<file path="config.mk">
export PLATFORM = sky130hd
export DESIGN_NAME = dma_addr_gen_flat
export DESIGN_NICKNAME = d
export VERILOG_FILES = /design/src/rtl/dma_pkg.sv /design/src/rtl/dma_addr_gen_if.sv /design/src/rtl/dma_counter.sv /design/src/rtl/dma_addr_gen.sv /design/src/flat_wrapper.sv
export SDC_FILE = /design/constraint.sdc
export NUM_CORES = 1
export LEC_CHECK = 0
export CORE_ASPECT_RATIO = 0.75
export CORE_MARGIN = 2
export CORE_UTILIZATION = 45
export CTS_CLUSTER_SIZE = 24
export DETAILED_ROUTE_END_ITERATION = 10
export GPL_ROUTABILITY_DRIVEN = 0
export HOLD_SLACK_MARGIN = 0.08
export MAX_ROUTING_LAYER = met4
export PLACE_DENSITY = 0.65
export RECOVER_POWER = 100
export SETUP_SLACK_MARGIN = 0.05
export SLEW_MARGIN = 0
export SYNTH_ARGS = -nofsm -noshare
export SYNTH_HDL_FRONTEND = slang
export SYNTH_HIERARCHICAL = 1
export SYNTH_SLANG_ARGS = --single-unit
</file>
<file path="constraint.sdc">
create_clock -name clk -period 3 [get_ports clk]
set_input_delay 0.3 -clock clk [delete_from_list [all_inputs] [get_ports clk]]
set_output_delay 0.3 -clock clk [all_outputs]
set_load 0.01 [all_outputs]
</file>
<file path="src/rtl/dma_pkg.sv">
// Shared constants for the DMA address generator: opcodes, control-register fields, default width.
package dma_pkg;

  localparam int W_DEFAULT = 8;

  localparam logic [3:0] OP_NOP    = 4'h0;
  localparam logic [3:0] OP_WRCR   = 4'h1;
  localparam logic [3:0] OP_RDCR   = 4'h2;
  localparam logic [3:0] OP_WRWC   = 4'h3;
  localparam logic [3:0] OP_RDWC   = 4'h4;
  localparam logic [3:0] OP_WRAR   = 4'h5;
  localparam logic [3:0] OP_RDAC   = 4'h6;
  localparam logic [3:0] OP_REINIT = 4'h7;
  localparam logic [3:0] OP_LDAC   = 4'h8;
  localparam logic [3:0] OP_LDWC   = 4'h9;

  localparam logic [1:0] MODE_WC_DOWN = 2'b00;
  localparam logic [1:0] MODE_WC_UP   = 2'b01;
  localparam logic [1:0] MODE_AC_CMP  = 2'b10;
  localparam logic [1:0] MODE_FREE    = 2'b11;

  localparam int CR_DIR_BIT = 2;

  // Instructions that modify state and therefore swallow a coincident transfer strobe.
  function automatic logic is_write_op(input logic [3:0] op);
    case (op)
      OP_WRCR, OP_WRWC, OP_WRAR, OP_REINIT, OP_LDAC, OP_LDWC: is_write_op = 1'b1;
      default:                                              is_write_op = 1'b0;
    endcase
  endfunction

endpackage

</file>
<file path="src/rtl/dma_addr_gen_if.sv">
// Instruction/transfer bus of the DMA address generator; master drives instructions, slave answers.
interface dma_addr_gen_if
  import dma_pkg::*;
#(
  parameter int W = W_DEFAULT
);
  logic [3:0]   instr;
  logic [W-1:0] din;
  logic         cnt_en;
  logic [W-1:0] dout;
  logic         dout_valid;
  logic [W-1:0] addr;
  logic         done;

  modport master (
    output instr, din, cnt_en,
    input  dout, dout_valid, addr, done
  );

  modport slave (
    input  instr, din, cnt_en,
    output dout, dout_valid, addr, done
  );
endinterface

</file>
<file path="src/rtl/dma_counter.sv">
// W-bit counter with parallel load and up/down step; load wins over step.
module dma_counter #(
  parameter int W = 8
) (
  input  logic         clk,
  input  logic         rst,
  input  logic         i_load,
  input  logic [W-1:0] i_load_val,
  input  logic         i_step,
  input  logic         i_down,
  output logic [W-1:0] o_q
);
  logic [W-1:0] r_q;

  // Counter register
  always_ff @(posedge clk or posedge rst) begin
    if (rst) begin
      r_q <= {W{1'b0}};
    end else if (i_load) begin
      r_q <= i_load_val;
    end else if (i_step) begin
      r_q <= i_down ? (r_q - {{(W-1){1'b0}}, 1'b1}) : (r_q + {{(W-1){1'b0}}, 1'b1});
    end else begin
      r_q <= r_q;
    end
  end

  assign o_q = r_q;
endmodule

</file>
<file path="src/rtl/dma_addr_gen.sv">
// DMA address generator: instruction decode, control/reload registers, read-back and terminal-count compare.
module dma_addr_gen
  import dma_pkg::*;
#(
  parameter int W = W_DEFAULT
) (
  input logic           clk,
  input logic           rst,
  dma_addr_gen_if.slave bus
);
  logic [2:0]   r_cr;
  logic [W-1:0] r_wcr;
  logic [W-1:0] r_ar;
  logic [W-1:0] r_dout;
  logic         r_dout_valid;

  logic [W-1:0] w_ac;
  logic [W-1:0] w_wc;
  logic         w_ac_load;
  logic         w_wc_load;
  logic [W-1:0] w_ac_load_val;
  logic [W-1:0] w_wc_load_val;
  logic         w_done;
  logic         w_xfer;
  logic         w_wc_step;
  logic         w_wc_down;

  // Counter load decode
  always_comb begin
    w_ac_load     = 1'b0;
    w_wc_load     = 1'b0;
    w_ac_load_val = bus.din;
    w_wc_load_val = bus.din;
    case (bus.instr)
      OP_WRWC, OP_LDWC: w_wc_load = 1'b1;
      OP_WRAR, OP_LDAC: w_ac_load = 1'b1;
      OP_REINIT: begin
        w_ac_load     = 1'b1;
        w_wc_load     = 1'b1;
        w_ac_load_val = r_ar;
        w_wc_load_val = r_wcr;
      end
      default: begin
        w_ac_load = 1'b0;
        w_wc_load = 1'b0;
      end
    endcase
  end

  // Terminal-count compare, purely from registered state
  always_comb begin
    w_done = 1'b0;
    case (r_cr[1:0])
      MODE_WC_DOWN: w_done = (w_wc == {W{1'b0}});
      MODE_WC_UP:   w_done = (w_wc == r_wcr);
      MODE_AC_CMP:  w_done = (w_ac == r_wcr);
      MODE_FREE:    w_done = 1'b0;
      default:      w_done = 1'b0;
    endcase
  end

  assign w_xfer    = bus.cnt_en & ~w_done & ~is_write_op(bus.instr);
  assign w_wc_step = w_xfer & (r_cr[1:0] != MODE_FREE);
  assign w_wc_down = (r_cr[1:0] == MODE_WC_DOWN);

  // Control and reload registers
  always_ff @(posedge clk or posedge rst) begin
    if (rst) begin
      r_cr  <= 3'b000;
      r_wcr <= {W{1'b0}};
      r_ar  <= {W{1'b0}};
    end else begin
      case (bus.instr)
        OP_WRCR: r_cr  <= bus.din[2:0];
        OP_WRWC: r_wcr <= bus.din;
        OP_WRAR: r_ar  <= bus.din;
        default: r_cr  <= r_cr;
      endcase
    end
  end

  // Read-back: values are taken before this edge's counter update
  always_ff @(posedge clk or posedge rst) begin
    if (rst) begin
      r_dout       <= {W{1'b0}};
      r_dout_valid <= 1'b0;
    end else begin
      r_dout_valid <= 1'b0;
      case (bus.instr)
        OP_RDCR: begin
          r_dout       <= {{(W-3){1'b0}}, r_cr};
          r_dout_valid <= 1'b1;
        end
        OP_RDWC: begin
          r_dout       <= w_wc;
          r_dout_valid <= 1'b1;
        end
        OP_RDAC: begin
          r_dout       <= w_ac;
          r_dout_valid <= 1'b1;
        end
        default: r_dout <= r_dout;
      endcase
    end
  end

  dma_counter #(.W(W)) u_ac (
    .clk        (clk),
    .rst        (rst),
    .i_load     (w_ac_load),
    .i_load_val (w_ac_load_val),
    .i_step     (w_xfer),
    .i_down     (r_cr[CR_DIR_BIT]),
    .o_q        (w_ac)
  );

  dma_counter #(.W(W)) u_wc (
    .clk        (clk),
    .rst        (rst),
    .i_load     (w_wc_load),
    .i_load_val (w_wc_load_val),
    .i_step     (w_wc_step),
    .i_down     (w_wc_down),
    .o_q        (w_wc)
  );

  assign bus.addr       = w_ac;
  assign bus.done       = w_done;
  assign bus.dout       = r_dout;
  assign bus.dout_valid = r_dout_valid;
endmodule

</file>
<file path="src/flat_wrapper.sv">
// flat-port wrapper written by rule: the top's interface ports become plain ports
module dma_addr_gen_flat import dma_pkg::*;
#(
  parameter int W = W_DEFAULT
)
  (clk, rst, bus_instr, bus_din, bus_cnt_en, bus_dout, bus_dout_valid, bus_addr, bus_done);
  dma_addr_gen_if #(.W(W)) bus_i ();
  input logic clk;
  input logic rst;
  input wire logic [$bits(bus_i.instr)-1:0] bus_instr;
  input wire logic [$bits(bus_i.din)-1:0] bus_din;
  input wire logic [$bits(bus_i.cnt_en)-1:0] bus_cnt_en;
  output wire logic [$bits(bus_i.dout)-1:0] bus_dout;
  output wire logic [$bits(bus_i.dout_valid)-1:0] bus_dout_valid;
  output wire logic [$bits(bus_i.addr)-1:0] bus_addr;
  output wire logic [$bits(bus_i.done)-1:0] bus_done;
  assign bus_i.instr = bus_instr;
  assign bus_i.din = bus_din;
  assign bus_i.cnt_en = bus_cnt_en;
  assign bus_dout = bus_i.dout;
  assign bus_dout_valid = bus_i.dout_valid;
  assign bus_addr = bus_i.addr;
  assign bus_done = bus_i.done;
  dma_addr_gen #(.W(W)) u_core (.clk(clk), .rst(rst), .bus(bus_i));
endmodule
</file>
==> results.md, run 1 <==
- Max Fclk: approximately 340 MHz
- Final #Nets: 421
- Final Cycle Share: 0.978
- WS Path Type: register to register
- Reg clk slew, reported paths: 80 ps
- Drt pass-1 iters: 4
- Post-route DRC: 0
- IO Port Bufs: 32
- Main combinational cell family by area after synthesis: simple AND/OR/NAND/NOR gates
- Mean Syn Cell Area: 8.83 sq um
- I/O pins: 33
- Die W: 98.7 microns
- Root Buffer: clkbuf_8
- Most frequent cells in the layout: 70 x nand2_1, 43 x dfrtp_1, 28 x o21ai_0
- Syn nets: 375
- Synth Area in Adders: 0.0752
- Type of the tightest min-delay check: primary input to asynchronous set/reset pin
- Status: finished, violations left
- DR vias: between 2k and 3k
- Mapped Cells: ~340
- Skew-Pair Late Insertion Delay: ~300 ps
- Worst-Margin Slew: ~1600 ps
- Placement Rows: 25
- Crit path max fanout: 8
- Syn-to-layout area delta: 21.9%
- CTS max path bufs: 2
- DRT Wirelength: 8180 microns
- Synth Area in Simple Gates: 0.210
- Synth cell types: 47
- Multiplexer share of the synthesized area: 0.130
- Largest net degree at the start of global routing: 29
- FILL cells: around 580
- Post-synth design cell area: 3030 sq um
- CTS Sinks: 44
- Slew headroom: -0.0582
- Post-synth top area share: 0.364
- First-pass GRT wire length: 13300 microns
- Core Area: 6410 sq um
- Top FF cell, synth: dfrtp_1
- Number of global-route vias before repair: 2533
- Area leader, netlist: dfrtp_1
- Top cells by area, synth: dfrtp_1 36%, nand2_1 8.7%, mux2_2 7.1%
- Post-synthesis async set-or-reset flop share: 1.00
- Worst Skew: 6.47 ps
- XOR/XNOR share of the synthesized area: 0.0289
- Worst Setup Start Kind: register
- CTS tree: yes
- Failing checks: capacitance limit, slew limit
- Share of cells above drive strength 1: 0.151
- # diodes: 0
- Initial Util: 0.472
- CP Data Arrival Time: 3120 ps
- Chip height: 75.0 microns
- Overall power: 0.00302 W
- Compound-Gate Fraction of Synth Area: 0.150
- Final Instance Count excl. Fillers: 471
- DR vias/cell: 5.66
- Placed cell areas: 3510 sq um
- Max-slew violation count: 29
- # H-tree levels: 2
- Setup-failing EPs final: 0
- WL per Instance: 17.4 microns
- DP HPWL: 6190 microns
- Tmin final: 2930 ps
- Worst vdd ir: 0.328 mV
- Final Hold Violating Endpoints: 0
- Initial antenna violation count: 0
- Initial DRC Count: 175
- Post-synthesis sequential area ratio: 0.364
- Design area: 3690 sq um
- Placed Cells: 459
- Remaining antenna violation count: 0
- GRT overflow: 0
- Die area: about 7400 sq um
- RSZ-0062 raised after global routing: true
- PD cells: 819 nW/um^2
- CP required: 3190 ps
- Pleak: 1.65 nW
- Yosys warnings: 6
- GRT Total Usage: 0.238
- Number of enable flip-flop cells after synthesis: 0
- Max-cap violations: 1
- Seq cells post-synth: 44
- CP endpoint kind: register
- Num CTS Buffers: 5
- Leading cell type in the layout, fill and taps excluded: nand2_1
-- cell usage after synthesis (2+ instances only) --
master / n
a221o_1: 2
o2111ai_1: 2
clkbuf_1: 6
nor4_1: 3
nor3_1: 7
nand2_1: 70
nor3_2: 2
inv_1: 15
xnor2_1: 2
o21a_1: 4
nand2b_1: 3
nor2_1: 12
o21ai_0: 28
o31a_1: 2
a21o_1: 2
nand3b_1: 4
mux2i_1: 18
fa_1: 2
nand4_1: 3
dfrtp_1: 44
mux2_2: 19
a22oi_1: 2
nand3_1: 9
a211oi_1: 2
buf_2: 5
ha_1: 15
o21bai_1: 2
a2bb2oi_1: 4
a31o_1: 2
inv_2: 2
or3_1: 8
a21oi_1: 16
nor2b_1: 5
xor2_1: 8
-- critical path, cell delays in order (launching register included) --
cell and delay [ps]:
dfrtp_2 460, ha_4 180, buf_12 140, mux2i_4 180
xor2_1 170, nand4_1 120, nor3_2 60, nor4_2 310
inv_1 90, or3_1 360, or3_4 330, a31o_1 230
a31o_1 200
-- worst paths after layout --
kind / from / endpoint / slack [ps] / cells past startpoint
max: u_core/r_cr[1] / u_core/u_wc/o_q[7] / 70 / 12
min: rst / u_core/u_wc/o_q[1] / 470 / 2
max reg2reg: u_core/r_cr[1] / u_core/u_wc/o_q[7] / 70 / 12
min reg2reg: u_core/bus.dout[2] / u_core/bus.dout[2] / 480 / 2
max in group asynchronous: rst / u_core/r_cr[1] / 910 / 3
min in group clk: u_core/bus.dout[2] / u_core/bus.dout[2] / 480 / 2
-- where the power goes --
group | internal, W | switching, W | total, W | leakage [nW]
logic | 0.000759 | 0.000765 | 0.00152 | 1.06
registers | 0.000780 | 0.000256 | 0.00104 | 0.534
clock network | 0.000247 | 0.000215 | 0.000462 | 0.0541
total | 0.00179 | 0.00124 | 0.00302 | 1.65
-- logic make-up (layout without fill, tap and decap cells) --
kind of cell,after synthesis,count (layout)
adder cells (fa/ha/maj),17,17
AO/OA/AOI/OAI,72,72
AND/OR/NAND/NOR,133,133
multiplexers,37,37
XOR/XNOR,10,10
flip-flops,44,44
buffers and inverters,30,77
-- metrics by stage --
| stage | setup slack, ps | util | TNS (ps) | hold WS (ps) |
|---|---|---|---|---|
| after floorplan | 223 | - | 0 | 116 |
| final | 67.1 | 0.576 | 0 | 474 |
| after detailed placement | 41.6 | 0.547 | 0 | 470 |
| after global placement | 157 | 0.547 | 0 | 465 |
| after CTS | 23.1 | 0.565 | 0 | 353 |
| after global routing | -103 | 0.576 | -103 | 500 |
-- what timing repair did --
item | in CTS | in global routing
resized for setup | 1 | 13
endpoints found under the setup margin | 1 | 3
hold buffers | 0 | 0
buffers inserted | 0 | 4
pin swaps | 0 | 10
-- sequential cells by signal, indices dropped and copies added (netlist names) --
name / flops
u_core/bus.dout_valid: 1
u_core/bus.dout: 8
u_core/r_wcr: 8
u_core/r_cr: 3
u_core/u_wc/o_q: 8
u_core/r_ar: 8
u_core/u_ac/o_q: 8
-- cell type report --
class	instances	area, sq um	share of cell area
timing repair buffer	52	472	0.128
tap	81	101	0.0274
clock inverter	3	42.5	0.0115
sequential	44	1100	0.299
inverter	17	63.8	0.0173
clock buffer	5	68.8	0.0186
multi-input combinational	269	1840	0.499
-- per-layer routing --
metal | share of wire | GRT usage | vias up
met2 | 0.44 | 0.358 | 82
met3 | 0.067 | 0.0464 | 4
li1 | - | - | 1305
met5 | 0 | - | -
met4 | 0.0042 | 0.0594 | 0
met1 | 0.49 | 0.336 | 1277
Note: power is estimated with default switching activity, not from simulation.
==> run 2, diff against run 1 <==
Settings changed: CTS_BUF_LIST set to sky130_fd_sc_hd__clkbuf_8.
==> results of run 2 <==
Same layout as run 1: the final DEF is identical, and so are final timing and power.
==> run 3, diff against run 2 <==
Settings changed: ABC_CLOCK_PERIOD_IN_PS set to 3000, PLACE_DENSITY 0.65 to 0.66.
==> run 3 against run 2 <==
The run still ends with capacitance limit, slew limit left. Worst hold slack lost 5.0 ps. Die area is the same. Cell count grew 0.21%. Utilization is essentially flat. Total power grew 0.94%. Critical endpoint unchanged. Largest power group unchanged.
==> results.md, run 3 (synthesis results as in run 1) <==
- GRT Total Usage: 0.244
- Die area: 7410 sq um
- Root Buffer: clkbuf_8
- Worst flop-to-flop path startpoint: u_core/r_cr[0]
- DR vias/cell: 5.78
- Final #Nets: about 420
- FILL cells: 577
- Final Hold Violating Endpoints: 0
- Syn-to-layout area delta: 21.9%
- CTS tree: yes
- Core Area: 6410 sq um
- Largest net degree at the start of global routing: 29
- Worst Setup Start Kind: register
- I/O pins: 33
- CTS max path bufs: 2
- First-pass GRT wire length: around 13000 microns
- Post-route core utilization: 0.575
- Worst vdd ir: 0.342 mV
- Reg clk slew, reported paths: 90 ps
- Num CTS Buffers: 5
- GRT overflow: 0
- WL per Instance: roughly 18 microns
- Worst path max stage delay: about 400 ps
- CP Data Arrival Time: 3100 ps
- Drt pass-1 iters: 4
- IO Port Bufs: 32
- Max Fclk: 344 MHz
- Switching pwr: 0.00126 W
- Chip height: 75.0 microns
- Setup-failing EPs final: 0
- Type of the tightest min-delay check: primary input to asynchronous set/reset pin
- Crit path max-delay cell type: dfrtp_1
- Design area: 3690 sq um
- WS Path Type: register to register
- Worst-Margin Slew: 1570 ps
- Leading cell type in the layout, fill and taps excluded: nand2_1
- Critical R2R Capture: u_core/u_wc/o_q[7]
- Remaining antenna violation count: 0
- # diodes: 0
- Failing checks: capacitance limit, slew limit
- Share of cells above drive strength 1: 0.146
- Switching share of power: 0.412
- Comb power frac: 0.515
- DRT Wirelength: around 8300 microns
- Sequential power share: 0.332
- Cell mode on critical path: a31o_1
- Most frequent cells in the layout: 70 x nand2_1, 44 x dfrtp_1, 27 x o21ai_0
- Slew headroom: -0.0497
- Pleak: about 1.7 nW
- Clock power frac: 0.152
- # hold bufs at CTS: 0
- CTS Sinks: between 40 and 50
- DP HPWL: 6350 microns
- Status: finished, violations left
- Overall power: around 0.003 W
- RSZ-0062 raised after global routing: true
- # H-tree levels: 2
- Initial antenna violation count: 0
- Die W: 98.7 microns
- Number of global-route vias before repair: 2539
- Crit path buf inv count: 3
- Initial Util: 0.472
- Critical-path cell list: inv_2 > ha_4 > buf_12 > mux2i_2 > xor2_1 > nand4_1 > nor3_2 > nor4_2 > inv_1 > or3_1 > or3_4 > a31o_1 > a31o_1
- Initial DRC Count: approximately 170
- Skew-Pair Late Insertion Delay: 300 ps
- Worst-case reg-to-reg path depth: 13
- Worst Skew: 7.40 ps
- CP endpoint kind: register
- Crit path max fanout: 8
- Placement Rows: 25
- Tmin final: just under 3000 ps
- Crit path max-delay family: simple AND/OR/NAND/NOR gates
- Max-cap violations: 1
- Post-route DRC: 0
- Internal power: roughly 0.0018 W
- R2R Setup Slk: 90 ps
- CP required: 3190 ps
- PD cells: 827 nW/um^2
- Placed cell areas: 3520 sq um
- Max-slew violation count: 29
- Final Cycle Share: 0.969
- DR vias: 2726
==> run 3: cell types whose count changed in the layout (fill, tap and decap cells not counted), sizes merged <==
| cell | previous run | this run |
|---|---|---|
| clkdlybuf4s50 | 15 | 12 |
| dlygate4sd3 | 17 | 19 |
| clkbuf | 8 | 9 |
| clkinv | 1 | 0 |
| dlygate4sd2 | 0 | 1 |
| inv | 17 | 18 |
==> run 3: stage by stage <==
step | TNS [ps] | cells | hold slack, ps | worst slack (ps)
final | 0 | 472 | 469 | 93.8
after global routing | -21.4 | 472 | 501 | -21.4
after CTS | 0 | 469 | 373 | 61.0
after detailed placement | 0 | 461 | 473 | 48.3
after global placement | 0 | 461 | 464 | 155
after floorplan | 0 | 343 | 116 | 223
==> run 3: timing repair <==
| action | CTS | global route |
|---|---|---|
| hold endpoints to repair | 0 | 0 |
| gates resized for setup | 4 | 11 |
| pin swaps | 1 | 3 |
| endpoints found under the setup margin | 3 | 2 |
| setup buffers | 0 | 3 |
==> run 3: worst max path at each step <==
stage	slack, ps	depth (start not counted)	from	endpoint
global route	-20	13	u_core/r_cr[0]	u_core/u_wc/o_q[7]
floorplan	220	13	u_core/r_cr[0]	u_core/u_wc/o_q[7]
detailed placement	50	13	u_core/r_cr[0]	u_core/u_wc/o_q[7]
CTS	60	13	u_core/r_cr[0]	u_core/u_ac/o_q[7]
finish	90	13	u_core/r_cr[0]	u_core/u_wc/o_q[7]
global placement	150	13	u_core/r_cr[0]	u_core/u_wc/o_q[7]
==> run 3: final cells by class <==
type | count | area, sq um | area share
clock inverters | 3 | 46.3 | 0.0125
clock buffers | 5 | 68.8 | 0.0187
repair buffers | 53 | 474 | 0.129
multi-input cells | 269 | 1830 | 0.497
inverters | 17 | 63.8 | 0.0173
flip-flops and latches | 44 | 1100 | 0.298
well taps | 81 | 101 | 0.0275
==> run 3: worst reg2reg max path: stages (launching register included) <==
cell and delay [ps]:
dfrtp_1 400, inv_2 100, ha_4 150, buf_12 130, mux2i_2 240, xor2_1 110, nand4_1 100, nor3_2 70
nor4_2 310, inv_1 90, or3_1 310, or3_4 390, a31o_1 190, a31o_1 210
==> run 3: metal layers <==
layer	share of wire	vias up	track usage
li1	-	1304	-
met1	0.49	1330	0.356
met2	0.44	85	0.363
met3	0.064	7	0.0399
met4	0.0071	0	0.0457
met5	0	-	-
==> run 3: power by group through the flow <==
stage               Clock [W]  Combinational [W]  Sequential [W]
global placement            0            0.00150         0.00101
floorplan                   0           0.000972        0.000994
detailed placement          0            0.00154         0.00101
CTS                  0.000476            0.00156         0.00100
global route         0.000501            0.00174         0.00104
finish               0.000465            0.00157         0.00101
